**config.mk**
```make
export PLATFORM = sky130hd
export DESIGN_NAME = alu_driver_flat
export DESIGN_NICKNAME = d
export VERILOG_FILES = /design/src/rtl/alu_pkg.sv /design/src/rtl/alu_driver_if.sv /design/src/rtl/alu_regfile.sv /design/src/rtl/alu_driver.sv /design/src/flat_wrapper.sv
export SDC_FILE = /design/constraint.sdc
export NUM_CORES = 2
export LEC_CHECK = 0
export BUFFER_PORTS_ARGS = -buffer_cell sky130_fd_sc_hd__buf_2
export CORE_ASPECT_RATIO = 0.5
export CORE_MARGIN = 2
export CORE_UTILIZATION = 45
export CTS_CLUSTER_DIAMETER = 40
export DETAILED_ROUTE_END_ITERATION = 16
export GPL_TIMING_DRIVEN = 0
export PLACE_DENSITY_LB_ADDON = 0.3
export SLEW_MARGIN = 20
export SYNTH_ARGS = -nofsm -noshare
export SYNTH_HDL_FRONTEND = slang
export SYNTH_HIERARCHICAL = 1
export SYNTH_SLANG_ARGS = --single-unit
```
**constraint.sdc**
```tcl
create_clock -name clk -period 3.45 [get_ports clk]
set_input_delay 0.5175 -clock clk [delete_from_list [all_inputs] [get_ports clk]]
set_output_delay 0.5175 -clock clk [all_outputs]
set_load 0.005 [all_outputs]
```
**src/rtl/alu_pkg.sv**
```systemverilog
// Shared constants for the R-type ALU driver: opcode/funct codes, FSM states
// and the decode rule that decides whether an instruction word is executable.
package alu_pkg;

   localparam logic [5:0] OP_RTYPE  = 6'b000000;

   localparam logic [5:0] FUNCT_AND = 6'b100100;
   localparam logic [5:0] FUNCT_OR  = 6'b100101;
   localparam logic [5:0] FUNCT_ADD = 6'b100000;
   localparam logic [5:0] FUNCT_SUB = 6'b100010;
   localparam logic [5:0] FUNCT_SLT = 6'b101010;
   localparam logic [5:0] FUNCT_SLL = 6'b000000;

   typedef enum logic [1:0] {
      IDLE = 2'd0,
      EXEC = 2'd1,
      WB   = 2'd2,
      ERR  = 2'd3
   } state_t;

   function automatic logic instr_is_legal(input logic [31:0] word);
      logic [5:0] funct;
      funct = word[5:0];
      return (word[31:26] == OP_RTYPE) &&
             ((funct == FUNCT_AND) || (funct == FUNCT_OR)  ||
              (funct == FUNCT_ADD) || (funct == FUNCT_SUB) ||
              (funct == FUNCT_SLT) || (funct == FUNCT_SLL));
   endfunction

endpackage

```
**src/rtl/alu_driver_if.sv**
```systemverilog
// Bundle of the driver's instruction, preload, ALU, writeback and debug signals.
// slave = the driver itself; master = whoever feeds it and hosts the ALU.
interface alu_driver_if;
   logic        instr_valid;
   logic        instr_ready;
   logic [31:0] instr;
   logic        ld_en;
   logic [4:0]  ld_addr;
   logic [31:0] ld_data;
   logic [31:0] alu_dataA;
   logic [31:0] alu_dataB;
   logic [5:0]  alu_Signal;
   logic [31:0] alu_dataOut;
   logic        wb_valid;
   logic [4:0]  wb_rd;
   logic [31:0] wb_data;
   logic        illegal;
   logic [4:0]  dbg_addr;
   logic [31:0] dbg_data;

   modport slave (
      input  instr_valid, instr, ld_en, ld_addr, ld_data, alu_dataOut, dbg_addr,
      output instr_ready, alu_dataA, alu_dataB, alu_Signal,
             wb_valid, wb_rd, wb_data, illegal, dbg_data
   );

   modport master (
      output instr_valid, instr, ld_en, ld_addr, ld_data, alu_dataOut, dbg_addr,
      input  instr_ready, alu_dataA, alu_dataB, alu_Signal,
             wb_valid, wb_rd, wb_data, illegal, dbg_data
   );
endinterface

```
**src/rtl/alu_regfile.sv**
```systemverilog
// 32x32 register file: two combinational operand reads, one debug read,
// one synchronous write; register 0 is hard-wired to zero.
module alu_regfile (
   input  logic        clk,
   input  logic        reset,
   input  logic        i_we,
   input  logic [4:0]  i_waddr,
   input  logic [31:0] i_wdata,
   input  logic [4:0]  i_raddr_a,
   input  logic [4:0]  i_raddr_b,
   input  logic [4:0]  i_dbg_addr,
   output logic [31:0] o_rdata_a,
   output logic [31:0] o_rdata_b,
   output logic [31:0] o_dbg_data
);
   logic [31:0] w_regs [32];

   genvar gi;
   generate
      for (gi = 0; gi < 32; gi++) begin : g_reg
         if (gi == 0) begin : g_zero
            assign w_regs[gi] = '0;
         end else begin : g_word
            logic [31:0] r_q;
            always_ff @(posedge clk or negedge reset) begin
               if (!reset) begin
                  r_q <= '0;
               end else if (i_we && (i_waddr == 5'(gi))) begin
                  r_q <= i_wdata;
               end
            end
            assign w_regs[gi] = r_q;
         end
      end
   endgenerate

   assign o_rdata_a  = w_regs[i_raddr_a];
   assign o_rdata_b  = w_regs[i_raddr_b];
   assign o_dbg_data = w_regs[i_dbg_addr];
endmodule

```
**src/rtl/alu_driver.sv**
```systemverilog
// Sequences one R-type instruction at a time through an external combinational
// ALU: latch operands, wait ALU_LAT cycles, write back, report.
module alu_driver
   import alu_pkg::*;
#(
   parameter int ALU_LAT = 2
) (
   input  logic        clk,
   input  logic        reset,
   alu_driver_if.slave bus
);
   localparam logic [3:0] LAT_LAST = 4'(ALU_LAT - 1);

   state_t      r_state;
   state_t      w_state_next;
   logic [3:0]  r_lat_cnt;
   logic [31:0] r_alu_a;
   logic [31:0] r_alu_b;
   logic [5:0]  r_alu_sig;
   logic [4:0]  r_rd;
   logic [31:0] r_wb_data;
   logic [4:0]  r_wb_rd;

   logic        w_ready;
   logic        w_accept;
   logic        w_legal;
   logic        w_done;
   logic        w_wb_valid;
   logic        w_illegal;
   logic        w_we;
   logic [4:0]  w_waddr;
   logic [31:0] w_wdata;
   logic [31:0] w_rs_data;
   logic [31:0] w_rt_data;
   logic [4:0]  w_rs;
   logic [4:0]  w_rt;
   logic [4:0]  w_rd;
   logic [4:0]  w_shamt;
   logic [5:0]  w_funct;

   assign w_rs    = bus.instr[25:21];
   assign w_rt    = bus.instr[20:16];
   assign w_rd    = bus.instr[15:11];
   assign w_shamt = bus.instr[10:6];
   assign w_funct = bus.instr[5:0];

   assign w_legal  = instr_is_legal(bus.instr);
   assign w_accept = w_ready && bus.instr_valid;
   assign w_done   = (r_state == EXEC) && (r_lat_cnt == LAT_LAST);

   // The writeback and the preload share the single write port; they can
   // never collide because preload is only honoured in IDLE.
   assign w_we    = w_done || ((r_state == IDLE) && bus.ld_en);
   assign w_waddr = w_done ? r_rd : bus.ld_addr;
   assign w_wdata = w_done ? bus.alu_dataOut : bus.ld_data;

   alu_regfile u_regfile (
      .clk        (clk),
      .reset      (reset),
      .i_we       (w_we),
      .i_waddr    (w_waddr),
      .i_wdata    (w_wdata),
      .i_raddr_a  (w_rs),
      .i_raddr_b  (w_rt),
      .i_dbg_addr (bus.dbg_addr),
      .o_rdata_a  (w_rs_data),
      .o_rdata_b  (w_rt_data),
      .o_dbg_data (bus.dbg_data)
   );

   always_ff @(posedge clk or negedge reset) begin
      if (!reset) begin
         r_state <= IDLE;
      end else begin
         r_state <= w_state_next;
      end
   end

   // Ready is also gated by reset so nothing looks acceptable while held.
   always_comb begin
      w_state_next = r_state;
      w_ready      = 1'b0;
      w_wb_valid   = 1'b0;
      w_illegal    = 1'b0;
      unique case (r_state)
         IDLE: begin
            w_ready = reset && !bus.ld_en;
            if (w_ready && bus.instr_valid) begin
               w_state_next = w_legal ? EXEC : ERR;
            end
         end
         EXEC: begin
            if (w_done) begin
               w_state_next = WB;
            end
         end
         WB: begin
            w_wb_valid   = 1'b1;
            w_state_next = IDLE;
         end
         ERR: begin
            w_illegal    = 1'b1;
            w_state_next = IDLE;
         end
         default: w_state_next = IDLE;
      endcase
   end

   always_ff @(posedge clk or negedge reset) begin
      if (!reset) begin
         r_lat_cnt <= '0;
         r_alu_a   <= '0;
         r_alu_b   <= '0;
         r_alu_sig <= '0;
         r_rd      <= '0;
         r_wb_data <= '0;
         r_wb_rd   <= '0;
      end else begin
         if (w_accept && w_legal) begin
            r_alu_sig <= w_funct;
            r_rd      <= w_rd;
            r_lat_cnt <= '0;
            if (w_funct == FUNCT_SLL) begin
               r_alu_a <= w_rt_data;
               r_alu_b <= {27'b0, w_shamt};
            end else begin
               r_alu_a <= w_rs_data;
               r_alu_b <= w_rt_data;
            end
         end else if ((r_state == EXEC) && !w_done) begin
            r_lat_cnt <= r_lat_cnt + 4'd1;
         end
         if (w_done) begin
            r_wb_data <= bus.alu_dataOut;
            r_wb_rd   <= r_rd;
         end
      end
   end

   assign bus.instr_ready = w_ready;
   assign bus.wb_valid    = w_wb_valid;
   assign bus.illegal     = w_illegal;
   assign bus.wb_data     = r_wb_data;
   assign bus.wb_rd       = r_wb_rd;
   assign bus.alu_dataA   = r_alu_a;
   assign bus.alu_dataB   = r_alu_b;
   assign bus.alu_Signal  = r_alu_sig;
endmodule

```
**src/flat_wrapper.sv**
```systemverilog
// flat-port wrapper written by rule: the top's interface ports become plain ports
module alu_driver_flat import alu_pkg::*;
#(
   parameter int ALU_LAT = 2
)
  (clk, reset, bus_instr_valid, bus_instr, bus_ld_en, bus_ld_addr, bus_ld_data, bus_alu_dataOut, bus_dbg_addr, bus_instr_ready, bus_alu_dataA, bus_alu_dataB, bus_alu_Signal, bus_wb_valid, bus_wb_rd, bus_wb_data, bus_illegal, bus_dbg_data);
  alu_driver_if bus_i ();
  input  logic clk;
  input  logic reset;
  input wire logic [$bits(bus_i.instr_valid)-1:0] bus_instr_valid;
  input wire logic [$bits(bus_i.instr)-1:0] bus_instr;
  input wire logic [$bits(bus_i.ld_en)-1:0] bus_ld_en;
  input wire logic [$bits(bus_i.ld_addr)-1:0] bus_ld_addr;
  input wire logic [$bits(bus_i.ld_data)-1:0] bus_ld_data;
  input wire logic [$bits(bus_i.alu_dataOut)-1:0] bus_alu_dataOut;
  input wire logic [$bits(bus_i.dbg_addr)-1:0] bus_dbg_addr;
  output wire logic [$bits(bus_i.instr_ready)-1:0] bus_instr_ready;
  output wire logic [$bits(bus_i.alu_dataA)-1:0] bus_alu_dataA;
  output wire logic [$bits(bus_i.alu_dataB)-1:0] bus_alu_dataB;
  output wire logic [$bits(bus_i.alu_Signal)-1:0] bus_alu_Signal;
  output wire logic [$bits(bus_i.wb_valid)-1:0] bus_wb_valid;
  output wire logic [$bits(bus_i.wb_rd)-1:0] bus_wb_rd;
  output wire logic [$bits(bus_i.wb_data)-1:0] bus_wb_data;
  output wire logic [$bits(bus_i.illegal)-1:0] bus_illegal;
  output wire logic [$bits(bus_i.dbg_data)-1:0] bus_dbg_data;
  assign bus_i.instr_valid = bus_instr_valid;
  assign bus_i.instr = bus_instr;
  assign bus_i.ld_en = bus_ld_en;
  assign bus_i.ld_addr = bus_ld_addr;
  assign bus_i.ld_data = bus_ld_data;
  assign bus_i.alu_dataOut = bus_alu_dataOut;
  assign bus_i.dbg_addr = bus_dbg_addr;
  assign bus_instr_ready = bus_i.instr_ready;
  assign bus_alu_dataA = bus_i.alu_dataA;
  assign bus_alu_dataB = bus_i.alu_dataB;
  assign bus_alu_Signal = bus_i.alu_Signal;
  assign bus_wb_valid = bus_i.wb_valid;
  assign bus_wb_rd = bus_i.wb_rd;
  assign bus_wb_data = bus_i.wb_data;
  assign bus_illegal = bus_i.illegal;
  assign bus_dbg_data = bus_i.dbg_data;
  alu_driver #(.ALU_LAT(ALU_LAT)) u_core (.clk(clk), .reset(reset), .bus(bus_i));
endmodule
```
### Yosys cells after proc, flatten, opt, wreduce, memory -nomap -nowiden

Index checks and enable logic that the tools add are counted.

| storage, ports and cells | value |
|---|---|
| register bits after elaboration | 1110 |
| bits of input ports | 110 |
| logic and storage cells | 163 |

| operators by class | value |
|---|---|
| add/sub/neg operators | 1 |
| magnitude comparators | 3 |
| equality and inequality tests | 42 |
| muxes and demuxes | 22 |
| bitwise operators | 3 |
| reductions and logical operators | 53 |

Operators with widths:

| operator | number |
|---|---|
| $bmux W32 S5 | 3 |
| $mux W32 | 9 |
| $eq A5 B5 Y1 const B | 16 |
| $eq A5 B4 Y1 const B | 8 |
| $logic_and A1 B1 Y1 | 39 |
| $eq A6 B6 Y1 const B | 5 |
| $eq A5 B3 Y1 const B | 4 |
| $ge A6 B6 Y1 const B | 3 |
| $not A5 Y6 | 3 |
| $logic_not A6 Y1 | 2 |
| $eq A5 B2 Y1 const B | 2 |
| $mux W4 | 2 |
| $logic_or A1 B1 Y1 | 6 |
| $mux W2 | 3 |
| $pmux W2 S3 | 1 |
| $eq A5 B1 Y1 const B | 1 |
| $mux W5 | 1 |
| $add A4 B1 Y4 const B | 1 |
| $eq A2 B2 Y1 const B | 2 |
| $eq A4 B1 Y1 const B | 1 |
| $mux W1 | 3 |
| $eq A2 B1 Y1 const B | 1 |
| $logic_not A1 Y1 | 2 |
| $logic_not A2 Y1 | 1 |
| 5 further kinds | 5 |

### Logic depth before layout (Yosys ltp)

| logic depth | value |
|---|---|
| word-level depth | 10 |
| mapped depth | 14 |

### By module

The synthesis kept the hierarchy.

Modules (own cells, without submodules):

| module | times used | cells each | area an instance (um^2) | sequential area each (um^2) |
|---|---|---|---|---|
| alu_regfile | 1 | 4293 | 61312.6 | 24823.8 |
| alu_driver | 1 | 536 | 5451.5 | 2952.8 |

### Worst setup path before layout

No wires, ideal clock.

| timing path | value |
|---|---|
| kind | reg2reg |
| start | register u_core.r_lat_cnt[1] |
| end | register u_core.u_regfile.g_reg[19].g_word.r_q[10] |
| arrival | 2.861 ns |
| required time | 3.325 ns |
| slack | 0.464 ns |
| cell stages (with the launch flop) | 15 |
| path buffers | 4 |
| clock period less this slack | 2.986 ns |
| cell sequence | dfrtp_1 -> inv_1 -> ha_1 -> nor3b_1 -> nand2_1 -> clkbuf_1 -> clkbuf_1 -> nand2_1 -> nand2_1 -> nand2b_1 -> nor3b_2 -> nor2b_1 -> clkbuf_1 -> buf_2 -> mux2_2 |

| between the ends | value |
|---|---|
| cells in the longest elaborated chain, start to end | 5 |
| elaborated cells on any way between the ends | 7 |
| classes of those cells | eq/ne (2); mux (2); reduce/logical (3) |

Ends and longest elaborated chain:

| element | line | RTL |
|---|---|---|
| start, declared | alu_driver.sv:16 | `logic [3:0] r_lat_cnt;` |
| start signal, assigned | alu_driver.sv:131 | `r_lat_cnt <= r_lat_cnt + 4'd1;` |
| $eq A4 B1 Y1 | alu_driver.sv:49 | `assign w_done = (r_state == EXEC) && (r_lat_cnt == LAT_LAST);` |
| $logic_and A1 B1 Y1 | alu_driver.sv:49 |  |
| $mux W5 | alu_driver.sv:54 | `assign w_waddr = w_done ? r_rd : bus.ld_addr;` |
| via u_core.w_waddr[3] | alu_driver.sv:31 | `logic [4:0] w_waddr;` |
| $eq A5 B5 Y1 | alu_regfile.sv:28 | `end else if (i_we && (i_waddr == 5'(gi))) begin` |
| $logic_and A1 B1 Y1 | alu_regfile.sv:28 |  |
| end signal, assigned | alu_regfile.sv:29 | `r_q <= i_wdata;` |
| end, declared | alu_regfile.sv:24 | `logic [31:0] r_q;` |

The timed path passes the listed nets, and every way through them passes these cells.
A chain may end at the register's enable or synchronous reset.

### Worst setup path in the final report

| timing path | value |
|---|---|
| start | input bus_instr[23] |
| end | register u_core.r_alu_a[22] (netlist: u_core/bus.alu_dataA[22]) |

| between the ends | value |
|---|---|
| cells in the longest elaborated chain, start to end | 5 |

Ends and longest elaborated chain:

| element | line | RTL |
|---|---|---|
| start, declared | flat_wrapper.sv:11 | `input wire logic [$bits(bus_i.instr)-1:0] bus_instr;` |
| $not A5 Y6 (implied by the code) | alu_regfile.sv:37 | `assign o_rdata_a = w_regs[i_raddr_a];` |
| $bmux W32 S5 | alu_regfile.sv:37 |  |
| $mux W32 (implied by the code) (2 in a row) | alu_regfile.sv:37 |  |
| via u_core.w_rs_data[22] | alu_driver.sv:33 | `logic [31:0] w_rs_data;` |
| $mux W32 | alu_driver.sv:123 | `if (w_funct == FUNCT_SLL) begin` |
| end signal, assigned | alu_driver.sv:124 | `r_alu_a <= w_rt_data;` |
| end signal, assigned | alu_driver.sv:127 | `r_alu_a <= w_rs_data;` |
| end, declared | alu_driver.sv:17 | `logic [31:0] r_alu_a;` |

The timed path passes the listed nets, and every way through them passes these cells. The select of a mux whose other input is x is not followed.

==> metrics.txt <==
# TYPE chip_impl_metric gauge
chip_impl_info{name="status",value="complete, but fails checks"} 1
chip_impl_info{name="failing_checks",value="negative setup slack"} 1
chip_impl_metric{name="placed_cells_incl_taps",unit=""} 7050
chip_impl_metric{name="synth_compound_gate_area_share",unit="%"} 7.624
chip_impl_metric{name="path_clk_slew",unit="ns"} 0.06
chip_impl_metric{name="crit_path_max_incr_delay",unit="ns"} 0.82
chip_impl_metric{name="routedWlPerCell",unit="um"} 34.44
chip_impl_metric{name="min_period_over_period",unit="%"} 103.5
chip_impl_info{name="criticalPathCategory",value="in -> reg"} 1
chip_impl_metric{name="maximum_number_of_pins_on_one_net_before_global_route_repair",unit=""} 134
chip_impl_metric{name="area_delta_synth_final",unit="%"} 16.28
chip_impl_metric{name="final_period_minus_worst_setup_slack",unit="ns"} 3.571
chip_impl_metric{name="yosys.area_share.xor_xnor",unit="%"} 0.03936
chip_impl_metric{name="cts_buffers",unit=""} 137
chip_impl_metric{name="post-layout-total-power",unit="mW"} 54.75
chip_impl_metric{name="core.rowCount",unit=""} 99
chip_impl_metric{name="die_area",unit="um2"} 151700
chip_impl_metric{name="post_synth_fa_ha_maj_area_fraction",unit="%"} 0.03748
chip_impl_metric{name="detailedPlace.worstSlack",unit="ns"} -1.482
chip_impl_metric{name="cts_htree_levels",unit=""} 4
chip_impl_metric{name="path_max_fanout",unit=""} 10
chip_impl_metric{name="die_h",unit="um"} 276.4
chip_impl_metric{name="layout.filler_cells",unit=""} 12160
chip_impl_metric{name="finalHoldViolations",unit=""} 0
chip_impl_metric{name="synth_cells",unit=""} 4829
chip_impl_metric{name="leakagePower",unit="nW"} 34.60
chip_impl_info{name="tritoncts",value="built"} 1
chip_impl_metric{name="fmax",unit="MHz"} 280.0
chip_impl_info{name="timing.hold.worst.class",value="in -> reg"} 1
chip_impl_metric{name="initial_utilization",unit="%"} 45.56
chip_impl_metric{name="critical_path_required",unit="ns"} 4.11
chip_impl_metric{name="globalRouteOverflowTotal",unit=""} 0
chip_impl_metric{name="post_drt_via_cell_ratio",unit=""} 6.817
chip_impl_info{name="clock-root-buffer",value="clkbuf_16"} 1
chip_impl_metric{name="max-vdd-ir-drop",unit="mV"} 0.4948
chip_impl_metric{name="synth_simple_gate_area_share",unit="%"} 2.888
chip_impl_metric{name="synth.yosys.seq_area_share",unit="%"} 41.60
chip_impl_metric{name="setup_violations",unit=""} 22
chip_impl_metric{name="routed-via-count",unit=""} 50340
chip_impl_metric{name="grt_use_total",unit="%"} 33.36
chip_impl_metric{name="postSynthNetCount",unit=""} 4941
chip_impl_metric{name="ioPinCount",unit=""} 252
chip_impl_metric{name="detail_route.drc_violations",unit=""} 0
chip_impl_metric{name="grt_antenna_before_repair",unit=""} 8
chip_impl_info{name="combinational_family_with_the_most_area_after_synthesis",value="multiplexers"} 1
chip_impl_info{name="ys.flop_type",value="dfrtp_1"} 1
chip_impl_metric{name="total_nets_final",unit=""} 5415
chip_impl_metric{name="slew_headroom",unit="%"} 14.99
chip_impl_metric{name="avgSynthCellArea",unit="um2"} 13.83
chip_impl_metric{name="synth_enable_flop_cells",unit=""} 0
chip_impl_metric{name="timing_max_transition_violations_final",unit=""} 0
chip_impl_metric{name="cts.sink_count",unit=""} 1110
chip_impl_metric{name="detail-route-antenna-nets",unit=""} 0
chip_impl_metric{name="r2r.worst_path.cells",unit=""} 13
chip_impl_metric{name="finalWorstSetupSlack",unit="ns"} -0.1211
chip_impl_metric{name="finish.cell_count_without_fillers",unit=""} 7384
chip_impl_metric{name="routed_wirelength",unit="mm"} 254.3
chip_impl_metric{name="dp_hpwl",unit="mm"} 191.3
chip_impl_metric{name="p_per_area",unit="nW/um2"} 705.2
chip_impl_metric{name="io_buffers",unit=""} 239
chip_impl_metric{name="worst_slew_pin_slew",unit="ns"} 1.275
chip_impl_metric{name="clockBufferDepth",unit=""} 3
chip_impl_info{name="end_kind",value="register"} 1
chip_impl_metric{name="die_w",unit="um"} 548.7
chip_impl_metric{name="synth-warning-count",unit=""} 6
chip_impl_metric{name="gpl.final_weighted_congestion",unit=""} 0.9749
chip_impl_metric{name="ys_ff_latch",unit=""} 1110
chip_impl_metric{name="whs_path_depth",unit=""} 2
chip_impl_metric{name="synth.lib_cells_used.distinct",unit=""} 39
chip_impl_metric{name="fin_worst_skew",unit="ns"} 0.03448
chip_impl_info{name="cp-start-kind",value="input port"} 1
chip_impl_metric{name="clock_latency",unit="ns"} 0.80
chip_impl_metric{name="grt_pass1_wl",unit="mm"} 364.7
chip_impl_metric{name="detail_route.iter0.violations",unit=""} 5918
chip_impl_metric{name="arrival_time_at_the_worst_endpoint",unit="ns"} 4.23
chip_impl_metric{name="yosys-mux-area-fraction",unit="%"} 43.92
chip_impl_info{name="timing.critical_path.cells",value="clkbuf_1, buf_2, clkbuf_1, mux4_2, a22o_1, o21ai_1, o31ai_1, mux2_2, mux2_2"} 1
chip_impl_info{name="layout_commonest_cell",value="dfrtp_1"} 1
chip_impl_metric{name="synthArstFlopShare",unit="%"} 100.0
chip_impl_info{name="layout_common_cells",value="dfrtp_1 (1110), mux2_2 (1033), mux4_2 (576)"} 1
chip_impl_metric{name="first_global_vias",unit=""} 52000
chip_impl_info{name="rsz0062_at_grt",value="no"} 1
chip_impl_metric{name="detailedRoute.firstPassIterationCount",unit=""} 8
chip_impl_metric{name="synth_area",unit="um2"} 66760
chip_impl_metric{name="drive_gt1_share",unit="%"} 46.54
chip_impl_metric{name="core-area",unit="um2"} 146500
chip_impl_info{name="crit_path_top_delay_cell",value="clkbuf_1"} 1
chip_impl_metric{name="cap_viol_max_count",unit=""} 0
[per-layer routing]
layer	global-route usage [%]	routed length (um)	vias to the layer above
met5	0	46	-
met2	48.54	110600	3123
met4	16.98	14590	6
met3	10.83	28550	717
met1	44.67	100500	26700
li1	-	-	19790
[registers in the layout, indices dropped and copies added, names as in the netlist]
name	count
u_core/u_regfile/g.g_word.r_q	992
u_core/r_rd	5
u_core/bus.alu_Signal	6
u_core/r_state	2
u_core/bus.alu_dataB	32
u_core/bus.wb_rd	5
u_core/r_lat_cnt	4
u_core/bus.alu_dataA	32
u_core/bus.wb_data	32
[cells by family after synthesis]
logic type               Yosys count
adder cells (fa/ha/maj)            2
flip-flops                      1110
XOR/XNOR                           3
multiplexers                    2063
buffers and inverters            566
AO/OA/AOI/OAI                    677
AND/OR/NAND/NOR                  408
[final timing paths]
kind,start,endpoint,slack (ns)
setup / recovery,bus_instr[23],u_core/bus.alu_dataA[22],-0.12
hold / removal,bus_instr[5],u_core/bus.alu_Signal[5],0.05
setup reg to reg,u_core/r_lat_cnt[0],u_core/u_regfile/g_reg[10].g_word.r_q[20],0.05
hold reg to reg,u_core/bus.wb_rd[0],u_core/bus.wb_rd[0],0.47
max in group asynchronous,reset,u_core/bus.alu_dataA[29],1.39
min in group asynchronous,reset,u_core/u_regfile/g_reg[23].g_word.r_q[5],0.41
[stage by stage]
stage               hold slack (ns)  instance area, um2  setup TNS (ns)  utilization [%]
floorplan                    0.2219               66760               0                -
global placement             0.4515               70420               -            48.06
detailed placement           0.4573               70800        -1186.87            48.32
CTS                        0.005029               77250               0            52.72
global route                0.04468               77630               0            52.97
finish                      0.04794               77630          -1.105            52.98
[layout make-up]
type | count | area, um2 | area share, %
clock inverter | 73 | 878.3 | 1.131
antenna | 3 | 7.507 | 0.009670
inverter | 31 | 116.4 | 0.1499
multi-input combinational | 3153 | 36990 | 47.65
buffer | 531 | 2980 | 3.839
tap | 1969 | 2464 | 3.173
clock buffer | 175 | 3836 | 4.941
sequential | 1110 | 27780 | 35.78
timing repair buffer | 339 | 2581 | 3.325
[worst max-delay path, delay by kind of cell]
family	cells	cell delay, ns
buf+inv	3	1.83
mux	3	1.03
compound gates	3	0.83
[power by group]
group / leakage [nW] / switching, mW / total, mW / internal, mW
logic: 17.8 / 7.27 / 17.3 / 10.1
registers: 14.5 / 4.48 / 22.2 / 17.7
clock network: 2.29 / 6.31 / 15.3 / 8.95
[what timing repair did]
item                                    4_1_cts  5_1_grt
hold endpoints to repair                    121        0
buffers inserted                             31        7
gates resized for setup                     270       81
gates cloned                                  1        2
endpoints found under the setup margin     1047      995
hold buffers                                 46        0
pin swaps                                    20        7
[cells in the mapped netlist, types with 2 or more instances]
cell type,number,area (um2)
dfrtp_1,1110,27780
mux2_2,1033,11630
mux4_2,576,12970
mux2i_1,315,3153
a22o_1,288,2522
clkbuf_1,279,1047
nand2_1,234,878.3
buf_2,166,830.8
mux2_1,139,1565
and2_1,100,625.6
a211oi_1,97,728.2
o21ai_1,96,480.5
o22ai_1,96,600.6
o31ai_1,96,720.7
buf_4,44,330.3
buf_1,33,123.9
inv_1,31,116.4
nor2_1,27,101.4
nor2b_1,16,100.1
buf_6,13,146.4
nand2b_1,7,43.79
nand3_1,4,20.02
nor3_1,4,20.02
nand4b_1,3,26.28
or3_1,3,18.77
ha_1,2,25.02
nand4_1,2,12.51
nor3b_2,2,25.02
o21ai_0,2,10.01
xor2_1,2,17.52
(Power assumes the default switching activity.)
